[config.mk]
export PLATFORM = sky130hd
export DESIGN_NAME = pipe_skid_reg
export DESIGN_NICKNAME = d
export VERILOG_FILES = /design/src/rtl/brisc_pkg.sv /design/src/rtl/pipe_skid_reg.sv
export SDC_FILE = /design/constraint.sdc
export NUM_CORES = 1
export LEC_CHECK = 0
export CAP_MARGIN = 20
export CELL_PAD_IN_SITES_DETAIL_PLACEMENT = 1
export CELL_PAD_IN_SITES_GLOBAL_PLACEMENT = 2
export CORE_MARGIN = 2
export CORE_UTILIZATION = 34
export CTS_CLUSTER_DIAMETER = 150
export DETAILED_ROUTE_END_ITERATION = 6
export GPL_TIMING_DRIVEN = 0
export PLACE_DENSITY = 0.83
export SYNTH_ARGS = -nofsm -noshare
export SYNTH_HDL_FRONTEND = slang
export SYNTH_SLANG_ARGS = --single-unit
[constraint.sdc]
create_clock -name clk -period 3 [get_ports clk]
set_input_delay 0.9 -clock clk [delete_from_list [all_inputs] [get_ports clk]]
set_output_delay 0.9 -clock clk [all_outputs]
set_load 0.05 [all_outputs]
[src/rtl/brisc_pkg.sv]
// Shared core definitions: machine word width and the skid-register state encoding.
package brisc_pkg;

    localparam int XLEN = 32;

    typedef enum logic [1:0] {
        EMPTY = 2'd0,
        BUSY  = 2'd1,
        FULL  = 2'd2
    } skid_state_e;

endpackage : brisc_pkg

[src/rtl/pipe_skid_reg.sv]
// Two-entry skid register: fully registered valid/ready, strict-order payload delivery.
// Optional stall-cycle counter compiled in with PIPE_SKID_PERF_EN.
module pipe_skid_reg
    import brisc_pkg::*;
#(
    parameter int WIDTH = XLEN
) (
    input  logic             clk,
    input  logic             reset,
    input  logic             flush,
    input  logic             in_valid,
    output logic             in_ready,
    input  logic [WIDTH-1:0] in_data,
    output logic             out_valid,
    input  logic             out_ready,
    output logic [WIDTH-1:0] out_data
`ifdef PIPE_SKID_PERF_EN
    ,
    output logic [31:0]      perf_stall_cnt
`endif
);

    skid_state_e      r_state;
    skid_state_e      w_state_nxt;
    logic [WIDTH-1:0] r_main;
    logic [WIDTH-1:0] r_skid;
    logic [WIDTH-1:0] w_main_d;
    logic             w_load_main;
    logic             w_load_skid;
    logic             w_in_fire;
    logic             w_out_fire;

    // Handshake flags come only from the state register, never from inputs.
    assign out_valid  = (r_state != EMPTY);
    assign in_ready   = (r_state != FULL);
    assign out_data   = r_main;
    assign w_in_fire  = in_valid & in_ready;
    assign w_out_fire = out_valid & out_ready;

    // Next-state and data-load decode; flush overrides every handshake.
    always_comb begin
        w_state_nxt = r_state;
        w_main_d    = r_main;
        w_load_main = 1'b0;
        w_load_skid = 1'b0;
        if (flush) begin
            w_state_nxt = EMPTY;
        end else begin
            case (r_state)
                EMPTY: begin
                    if (w_in_fire) begin
                        w_load_main = 1'b1;
                        w_main_d    = in_data;
                        w_state_nxt = BUSY;
                    end else begin
                        w_state_nxt = EMPTY;
                    end
                end
                BUSY: begin
                    if (w_in_fire && w_out_fire) begin
                        w_load_main = 1'b1;
                        w_main_d    = in_data;
                        w_state_nxt = BUSY;
                    end else if (w_in_fire) begin
                        w_load_skid = 1'b1;
                        w_state_nxt = FULL;
                    end else if (w_out_fire) begin
                        w_state_nxt = EMPTY;
                    end else begin
                        w_state_nxt = BUSY;
                    end
                end
                FULL: begin
                    if (w_out_fire) begin
                        w_load_main = 1'b1;
                        w_main_d    = r_skid;
                        w_state_nxt = BUSY;
                    end else begin
                        w_state_nxt = FULL;
                    end
                end
                default: begin
                    w_state_nxt = EMPTY;
                end
            endcase
        end
    end

    // State register.
    always_ff @(posedge clk or posedge reset) begin
        if (reset) begin
            r_state <= EMPTY;
        end else begin
            r_state <= w_state_nxt;
        end
    end

    // Main payload register: loads only on a firing condition.
    always_ff @(posedge clk or posedge reset) begin
        if (reset) begin
            r_main <= {WIDTH{1'b0}};
        end else if (w_load_main) begin
            r_main <= w_main_d;
        end
    end

    // Skid register captures the payload that arrives while main is stalled.
    always_ff @(posedge clk or posedge reset) begin
        if (reset) begin
            r_skid <= {WIDTH{1'b0}};
        end else if (w_load_skid) begin
            r_skid <= in_data;
        end
    end

`ifdef PIPE_SKID_PERF_EN
    logic [31:0] r_stall_cnt;

    assign perf_stall_cnt = r_stall_cnt;

    // Saturating count of back-pressured cycles; survives flush.
    always_ff @(posedge clk or posedge reset) begin
        if (reset) begin
            r_stall_cnt <= 32'd0;
        end else if (out_valid && !out_ready && (r_stall_cnt != 32'hFFFF_FFFF)) begin
            r_stall_cnt <= r_stall_cnt + 32'd1;
        end
    end
`endif

endmodule : pipe_skid_reg

==> results.py, run 1 <==
metrics = {
    "synth": {
        "synth_cell_types": 20,
        "syn_avg_cell_area_um2": 15.7,
        "synthCells": 190,
        "ys_seq_area_share_pct": 55.5,
        "synth_area_mm2": 0.00297,
        "synth-seq-cells": 66,
        "syn_nets": 229,
        "yosys_warnings": 0,
    },
    "routing": {
        "via_per_inst": 4.71,
        "ant_nets": 0,
        "wl_per_cell_um": 15.8,
        "drc_errors": 0,
        "firstDrtPassIters": 4,
        "wirelength_mm": 6.06,
        "dr.first_iter.drc_count": 50,
        "vias": 1808,
    },
    "critical_path": {
        "cp.required_ns": 2.10,
        "worstPathCellList": "or2_2, clkdlybuf4s50_1",
        "regToRegEndpoint": "r_skid[4]",
        "critPathArrivalTime_ns": 1.83,
        "critPathMaxStageDelay_ns": 0.70,
        "r2r-start": "r_state[0]",
        "end_kind": "output pin",
        "critPathLaunchType": "flop",
        "rrSetupSlack_ns": 0.47,
        "cp_slowest_cell": "clkdlybuf4s50_1",
        "crit_type": "reg2out",
        "rr_worst_depth": 9,
        "cp_max_fo": 7,
    },
    "timing": {
        "rsz0062_at_grt": "no",
        "slew_violations": 0,
        "max_slew_margin_pct": 45.5,
        "min_period_over_period_pct": 90.9,
        "final_hold_viol_count": 0,
        "max_freq_ghz": 0.367,
        "min_period_ns": 2.73,
        "setup_viol_count_final": 0,
        "worst-slew-pin-transition_ns": 0.817,
        "finalClockSkew_ns": 0.00578,
    },
    "hold_path": {
        "whs_path_depth": 1,
        "hold_path_class": "reg2reg",
        "min_to": "out_data[17]",
        "hold_start": "out_data[17]",
    },
    "cells_and_area": {
        "synthToLayoutAreaGrowth_pct": 34.9,
        "final_area_mm2": 0.00401,
        "n_antenna_cell": 0,
        "final_nets": 310,
        "fin_cells": 384,
        "drive_gt1_share_pct": 44.9,
    },
    "power_and_ir_drop": {
        "vdd_drop_max_uv": 478,
        "p_leak_nw": 1.68,
        "powerDensity_mw_per_mm2": 774,
    },
    "global_routing": {
        "grt_pass1_wl_mm": 10.3,
        "grt_start_max_net_pins": 67,
        "antenna_found_initial": 0,
        "grt-ovfl-total": 0,
        "grt_usage_pct": 13.7,
        "grt_pass1_vias": 2008,
    },
    "floorplan": {
        "die_x_um": 97.5,
        "die_area_mm2": 0.00951,
        "die-height_um": 97.5,
        "core_mm2": 0.00859,
        "fp-row-count": 34,
        "start_util_pct": 34.6,
        "ios": 71,
    },
    "clock_network": {
        "clk_path_buf_depth": 2,
        "path_clk_slew_ns": 0.06,
        "insertion_delay_ns": 0.33,
        "ctsHtreeMaxLevel": 3,
        "post_cts_buffers": 0,
        "root_buffer": "clkbuf_8",
        "clock_sinks": 66,
        "cts_tree": "done",
        "numCtsBuffers": 9,
    },
    "placement": {
        "place_congestion": 0.686,
        "portBuffers": 70,
        "hpwl_mm": 4.22,
        "placed_cell_area_mm2": 0.00381,
        "dp_cells": 368,
    },
    "status": {
        "status": "completed",
    },
    "job": {
        "maxCapViolCount": 0,
    },
}
## Yosys cell counts
library cell | number | share of area (%)
o31ai_4 | 1 | 0.72
ha_1 | 2 | 0.84
mux2_2 | 95 | 36
nand2b_1 | 1 | 0.21
mux2i_1 | 1 | 0.34
nand2_1 | 1 | 0.13
nor4bb_1 | 1 | 0.34
nand3b_1 | 1 | 0.25
o31ai_1 | 1 | 0.25
buf_2 | 2 | 0.34
dfrtp_1 | 66 | 56
or2_2 | 1 | 0.21
buf_4 | 2 | 0.50
o21a_1 | 1 | 0.25
nor2_1 | 1 | 0.13
nand4bb_1 | 1 | 0.38
inv_1 | 3 | 0.38
mux2_1 | 1 | 0.38
buf_6 | 7 | 2.7
and2_1 | 1 | 0.21
## worst max-delay path: cells and delay by family, from the launching register on
family | cells | cell delay, ns
simple gates | 1 | 0.34
buf+inv | 1 | 0.70
flops | 1 | 0.46
## metrics by stage
| step | setup slack [ns] | hold WS (ns) | total power (W) | util (%) | TNS, ns |
|---|---|---|---|---|---|
| 3_3_place_gp | -0.799 | 0.482 | 0.00237 | 44.3 | -52.47 |
| 2_1_floorplan | 0.445 | 0.477 | 0.00203 | - | 0 |
| 4_1_cts | 0.248 | 0.512 | 0.00317 | 46.7 | 0 |
| 5_1_grt | 0.187 | 0.522 | 0.00328 | 46.7 | 0 |
| 3_5_place_dp | 0.00187 | 0.495 | 0.00241 | 44.4 | 0 |
| 6_report | 0.273 | 0.499 | 0.00310 | 46.7 | 0 |
## flip-flops by register name, indices dropped and copies added, names as in the netlist
name and cells:
r_state 2, r_skid 32, out_data 32
## logic make-up after synthesis
group	after synthesis	synth area share, %
simple gates	8	1.85
buf+inv	14	3.87
fa+ha+maj	2	0.841
compound gates	3	1.22
flops	66	55.5
mux	97	36.7
## report_power, final
part / internal, W / switching [W] / leakage [nW]
clock network: 0.000413 / 0.000321 / 0.106
registers: 0.00116 / 0.000128 / 0.793
logic: 0.000485 / 0.000598 / 0.777
total: 0.00206 / 0.00105 / 1.68
## cell usage in the layout (no fill, tap or decap)
master and count:
and2_1 1, buf_2 2, buf_4 2, buf_6 7, clkbuf_1 1, clkbuf_8 14
clkdlybuf4s50_1 69, clkinv_2 1, dfrtp_1 66, dlygate4sd2_1 1, ha_1 2, inv_1 2
inv_4 1, mux2_1 1, mux2_2 95, mux2i_1 1, nand2_1 1, nand2b_1 1
nand3b_1 1, nand4bb_1 1, nor2_1 1, nor4bb_1 1, o21a_1 1, o31ai_1 1
o31ai_4 1, or2_2 1
## layout make-up
type / instances / area, µm²
timing repair buffer: 70 / 699
buffer: 11 / 104
clock inverter: 1 / 5.00
clock buffer: 15 / 196
tap: 108 / 135
inverter: 3 / 13.8
multi-input combinational: 110 / 1210
fill: 890 / 4580
sequential: 66 / 1650
## per-layer routing
metal / up-vias / part of all wire [%] / GRT usage [%] / wire, µm
li1: 840 / - / - / -
met3: 4 / 5.9 / 5.76 / 356
met1: 909 / 45 / 17.2 / 2730
met5: - / 0 / 0 / 0
met4: 0 / 0.64 / 4.17 / 39
met2: 55 / 48 / 21.7 / 2940
## worst max-delay path by stage
stage          startpoint            to  cells after the start
2_1_floorplan       reset   out_data[0]                      1
3_3_place_gp        reset  out_data[23]                      2
3_5_place_dp     in_valid    r_skid[11]                      7
4_1_cts        r_state[0]     out_valid                      2
5_1_grt        r_state[0]      in_ready                      4
6_report       r_state[0]     out_valid                      2
## repair_timing
item,4_1_cts,5_1_grt
hold buffers,0,0
setup endpoints to repair,1,0
resized for setup,1,0
endpoints found under the hold margin,0,0
(Power assumes the default switching activity.)
==> run 2: changes to the inputs <==
- GPL_ROUTABILITY_DRIVEN: not set -> 0
- SKIP_CTS_REPAIR_TIMING: not set -> 1
==> run 2 against run 1 <==
  * Final cell count did not move
  * Non-clock buffer count did not move
  * Critical path depth did not move
  * Fmax did not move
  * Die area did not move
  * Critical endpoint unchanged
  * Sequential share of layout area barely moved
  * Critical path type unchanged
  * Via count did not move
  * Largest power group unchanged
  * Worst hold slack did not move
  * Routed wire length barely moved
  * Setup slack did not move
  * Largest cell class unchanged
  * Final area barely moved
  * Clock-buffer cell count did not move
==> results.py, run 2 (same netlist as run 1, synthesis figures left out) <==
metrics = {
    "timing": {
        "max_slew_margin_pct": 45.5,
        "finalClockSkew_ns": 0.00578,
        "setup_ws_ns": 0.273,
        "whs_ns": 0.499,
        "min_period_over_period_pct": 90.9,
        "min_period_ns": 2.73,
        "setup_viol_count_final": 0,
        "rsz0062_at_grt": "no",
        "max_freq_ghz": 0.367,
        "final_hold_viol_count": 0,
        "slew_violations": 0,
        "worst-slew-pin-transition_ns": 0.817,
    },
    "critical_path": {
        "crit_type": "reg2out",
        "critPathLaunchType": "flop",
        "r2r-start": "r_state[0]",
        "end_kind": "output pin",
        "cp.required_ns": 2.10,
        "critPathArrivalTime_ns": 1.83,
        "cp_max_fo": 7,
        "rrSetupSlack_ns": 0.47,
        "regToRegEndpoint": "r_skid[4]",
        "rr_worst_depth": 9,
    },
    "hold_path": {
        "whs_path_depth": 1,
        "min_to": "out_data[17]",
        "hold_path_class": "reg2reg",
        "hold_start": "out_data[17]",
    },
    "floorplan": {
        "die_area_mm2": 0.00951,
        "fp-row-count": 34,
        "die-height_um": 97.5,
        "ios": 71,
        "die_x_um": 97.5,
        "core_mm2": 0.00859,
        "start_util_pct": 34.6,
    },
    "routing": {
        "wirelength_mm": 6.06,
        "via_per_inst": 4.71,
        "dr.first_iter.drc_count": 50,
        "vias": 1808,
        "drc_errors": 0,
        "ant_nets": 0,
        "wl_per_cell_um": 15.8,
        "firstDrtPassIters": 4,
    },
    "clock_network": {
        "ctsHtreeMaxLevel": 3,
        "root_buffer": "clkbuf_8",
        "path_clk_slew_ns": 0.06,
        "insertion_delay_ns": 0.33,
        "clock_sinks": 66,
        "numCtsBuffers": 9,
        "clk_path_buf_depth": 2,
        "cts_tree": "done",
    },
    "power_and_ir_drop": {
        "pwr-share-clk_pct": 23.6,
        "netSwitchingFraction_pct": 33.7,
        "p_int_w": 0.00206,
        "powerDensity_mw_per_mm2": 773,
        "switchingPower_w": 0.00105,
        "seq_power_share_pct": 41.5,
        "p_leak_nw": 1.68,
        "pwr-share-comb_pct": 34.9,
        "vdd_drop_max_uv": 478,
    },
    "global_routing": {
        "grt_pass1_vias": 2008,
        "grt-ovfl-total": 0,
        "grt_pass1_wl_mm": 10.3,
        "grt_usage_pct": 13.7,
        "grt_start_max_net_pins": 67,
        "antenna_found_initial": 0,
    },
    "cells_and_area": {
        "fillers": 889,
        "final_nets": 310,
        "final_cell_mix": "mux2_2, clkdlybuf4s50_1, dfrtp_1",
        "n_antenna_cell": 0,
        "layout_commonest_cell": "mux2_2",
        "drive_gt1_share_pct": 44.9,
        "synthToLayoutAreaGrowth_pct": 35.0,
    },
    "status": {
        "status": "completed",
    },
    "placement": {
        "hpwl_mm": 4.22,
        "portBuffers": 70,
        "place_ws_ns": 0.00187,
    },
    "job": {
        "maxCapViolCount": 0,
    },
}
run 2: changes by cell type in the layout (fill, tap and decap cells not counted):
cell | before | now
dlygate4sd2_1 | 1 | 0
dlymetal6s2s_1 | 0 | 1
run 2: how the worst max path moves through the flow:
| stage | depth (start not counted) | end | start | slack [ns] |
|---|---|---|---|---|
| finish | 2 | out_valid | r_state[0] | 0.27 |
| global route | 2 | out_valid | r_state[0] | 0.21 |
| CTS | 4 | in_ready | r_state[0] | -0.02 |
| detailed placement | 7 | r_skid[11] | in_valid | 0.002 |
| global placement | 2 | out_data[23] | reset | -0.80 |
| floorplan | 1 | out_data[0] | reset | 0.45 |
run 2: routing by layer:
metal  track usage, %  share of wire, %
met1             17.2                45
met2             21.6                48
met3             5.76               5.9
met4             4.17              0.64
met5                0                 0
run 2: cell type report:
cell class	instances	area [µm²]	area share (%)
clock buffers	15	196	4.89
inverters	3	13.8	0.343
well taps	108	135	3.36
plain buffers	11	104	2.59
flip-flops and latches	66	1650	41.1
repair buffers	70	703	17.5
clock inverters	1	5.00	0.125
multi-input cells	110	1210	30.1
run 2: power groups by stage:
stage	sequential [W]	clock, W	combinational, W
floorplan	0.00168	0	0.000351
global placement	0.00129	0	0.00108
detailed placement	0.00131	0	0.00110
CTS	0.00129	0.000773	0.00110
global route	0.00133	0.000810	0.00114
finish	0.00129	0.000734	0.00108
run 2: critical path, stage by stage, from the launching register on:
cell,delay [ns]
dfrtp_1,0.46
or2_2,0.34
clkdlybuf4s50_1,0.70
run 2: per-stage QoR:
stage / power, W / instances / utilization, % / TNS [ns] / instance area (µm²)
final: 0.00310 / 384 / 46.7 / 0 / 4020
after detailed placement: 0.00241 / 368 / 44.4 / 0 / 3810
after floorplan: 0.00203 / 190 / - / 0 / 2970
after global routing: 0.00328 / 384 / 46.7 / 0 / 4020
after CTS: 0.00317 / 384 / 46.7 / -0.0168 / 4010
after global placement: 0.00237 / 368 / 44.3 / -52.47 / 3810
==> run 3: changes to the inputs <==
- CORE_ASPECT_RATIO: not set -> 2
==> run 3 against run 2 <==
  * Worst hold slack improved by 0.0015 ns
  * Clock power increased by 43%
  * Fmax decreased by 0.12%
  * Register-to-register slack about the same
  * Via count increased by 0.44%
  * Sequential power about the same
  * Final cell count decreased by 2.1%
  * Highest routed layer unchanged
  * Critical endpoint unchanged
  * Combinational power about the same
==> results.py, run 3 (same netlist as run 1, synthesis figures left out) <==
metrics = {
    "timing": {
        "final_hold_viol_count": 0,
        "max_freq_ghz": 0.366,
        "setup_viol_count_final": 0,
        "slew_violations": 0,
        "finalClockSkew_ns": 0.00388,
        "worst-slew-pin-transition_ns": 0.820,
        "max_slew_margin_pct": 45.3,
        "rsz0062_at_grt": "no",
        "whs_ns": 0.500,
        "min_period_ns": 2.73,
        "min_period_over_period_pct": 91.0,
    },
    "critical_path": {
        "cp.required_ns": 2.10,
        "cp_max_fo": 7,
        "critPathBufInv": 1,
        "crit_type": "reg2out",
        "crit_family": "buffers and inverters",
        "cp.depth": 2,
        "cp_slowest_cell": "clkdlybuf4s50_1",
        "r2r-start": "r_state[0]",
        "critPathLaunchType": "flop",
        "worstPathCellList": "or2_2, clkdlybuf4s50_1",
        "critPathMaxStageDelay_ns": 0.71,
        "crit_start": "r_state[0]",
        "rr_worst_depth": 9,
        "end_kind": "output pin",
        "critPathArrivalTime_ns": 1.83,
    },
    "clock_network": {
        "insertion_delay_ns": 0.33,
        "ctsHtreeMaxLevel": 3,
        "root_buffer": "clkbuf_16",
        "clock_sinks": 66,
        "path_clk_slew_ns": 0.05,
        "clk_path_buf_depth": 2,
        "cts_tree": "done",
        "numCtsBuffers": 9,
    },
    "global_routing": {
        "grt_pass1_wl_mm": 10.4,
        "grt_usage_pct": 14.4,
        "antenna_found_initial": 0,
        "grt_pass1_vias": 2126,
        "grt-ovfl-total": 0,
        "grt_start_max_net_pins": 67,
    },
    "routing": {
        "ant_nets": 0,
        "dr.first_iter.drc_count": 53,
        "drc_errors": 0,
        "wl_per_cell_um": 16.5,
        "via_per_inst": 4.83,
        "vias": 1816,
        "wirelength_mm": 6.22,
        "firstDrtPassIters": 3,
    },
    "power_and_ir_drop": {
        "netSwitchingFraction_pct": 31.9,
        "powerDensity_mw_per_mm2": 835,
        "switchingPower_w": 0.00109,
        "vdd_drop_max_uv": 492,
        "pwr-share-clk_pct": 30.5,
        "p_leak_nw": 1.72,
        "power_w": 0.00343,
        "p_int_w": 0.00234,
        "pwr-share-comb_pct": 31.6,
        "seq_power_share_pct": 37.9,
    },
    "hold_path": {
        "hold_start": "r_skid[9]",
        "hold_path_class": "reg2reg",
        "whs_path_depth": 1,
    },
    "cells_and_area": {
        "fin_cells": 376,
        "layout_commonest_cell": "mux2_2",
        "synthToLayoutAreaGrowth_pct": 38.0,
        "final_nets": 310,
        "final_cell_mix": "mux2_2, clkdlybuf4s50_1, dfrtp_1",
        "n_antenna_cell": 0,
        "drive_gt1_share_pct": 44.2,
    },
    "placement": {
        "portBuffers": 70,
        "hpwl_mm": 4.56,
        "dp_cells": 360,
    },
    "floorplan": {
        "die_x_um": 70.1,
        "start_util_pct": 34.6,
        "fp-row-count": 48,
        "ios": 71,
        "die_area_mm2": 0.00956,
        "core_mm2": 0.00859,
        "die-height_um": 136,
    },
    "status": {
        "status": "completed",
    },
    "job": {
        "maxCapViolCount": 0,
    },
}
## run 3: cell count changes in the layout (fill, tap and decap cells not counted), sizes merged
cell	change
bufinv	+1
clkbuf	-1
## run 3: power groups by stage
stage,clock network (W),logic [W],registers (W)
6_report,0.00105,0.00108,0.00130
5_1_grt,0.00111,0.00114,0.00134
4_1_cts,0.00107,0.00110,0.00130
3_5_place_dp,0,0.00110,0.00132
3_3_place_gp,0,0.00107,0.00130
2_1_floorplan,0,0.000351,0.00168
## run 3: area by class of cell
class / instances / area [µm²]
fill: 896 / 4480
sequential: 66 / 1650
multi-input combinational: 110 / 1210
timing repair buffer: 70 / 703
clock buffer: 14 / 264
tap: 100 / 125
buffer: 11 / 104
clock inverter: 2 / 35.0
inverter: 3 / 13.8
## run 3: through the flow
| stage | setup WS, ns | TNS (ns) | utilization (%) | instance area (µm²) |
|---|---|---|---|---|
| floorplan | 0.445 | 0 | - | 2970 |
| global placement | -0.795 | -52.18 | 44.2 | 3800 |
| global route | 0.229 | 0 | 47.8 | 4100 |
| detailed placement | -0.00868 | -0.0280 | 44.3 | 3800 |
| finish | 0.270 | 0 | 47.8 | 4100 |
| CTS | -0.0258 | -0.0258 | 47.8 | 4100 |
## run 3: worst register-to-register path, stage by stage, from the launching register on
cell	delay [ns]
dfrtp_1	0.46
nand2b_1	0.16
buf_6	0.15
buf_6	0.16
and2_1	0.16
ha_1	0.15
nor4bb_1	0.27
buf_2	0.22
buf_2	0.29
mux2_2	0.38
## run 3: final timing paths
check                           slack (ns)            to
min in group asynchronous             1.10     r_skid[6]
worst max-delay path                  0.27     out_valid
worst min-delay path                  0.50     r_skid[9]
max in group asynchronous             1.37  out_data[26]
worst min register to register        0.50     r_skid[9]
worst max register to register        0.48     r_skid[4]
## run 3: routing by layer
| metal | vias to the layer above | global-route usage [%] | part of all wire, % |
|---|---|---|---|
| li1 | 838 | - | - |
| met1 | 926 | 14.4 | 36 |
| met2 | 42 | 26.9 | 58 |
| met3 | 10 | 3.41 | 3.7 |
| met4 | 0 | 7.37 | 2.4 |
| met5 | - | 0 | 0 |
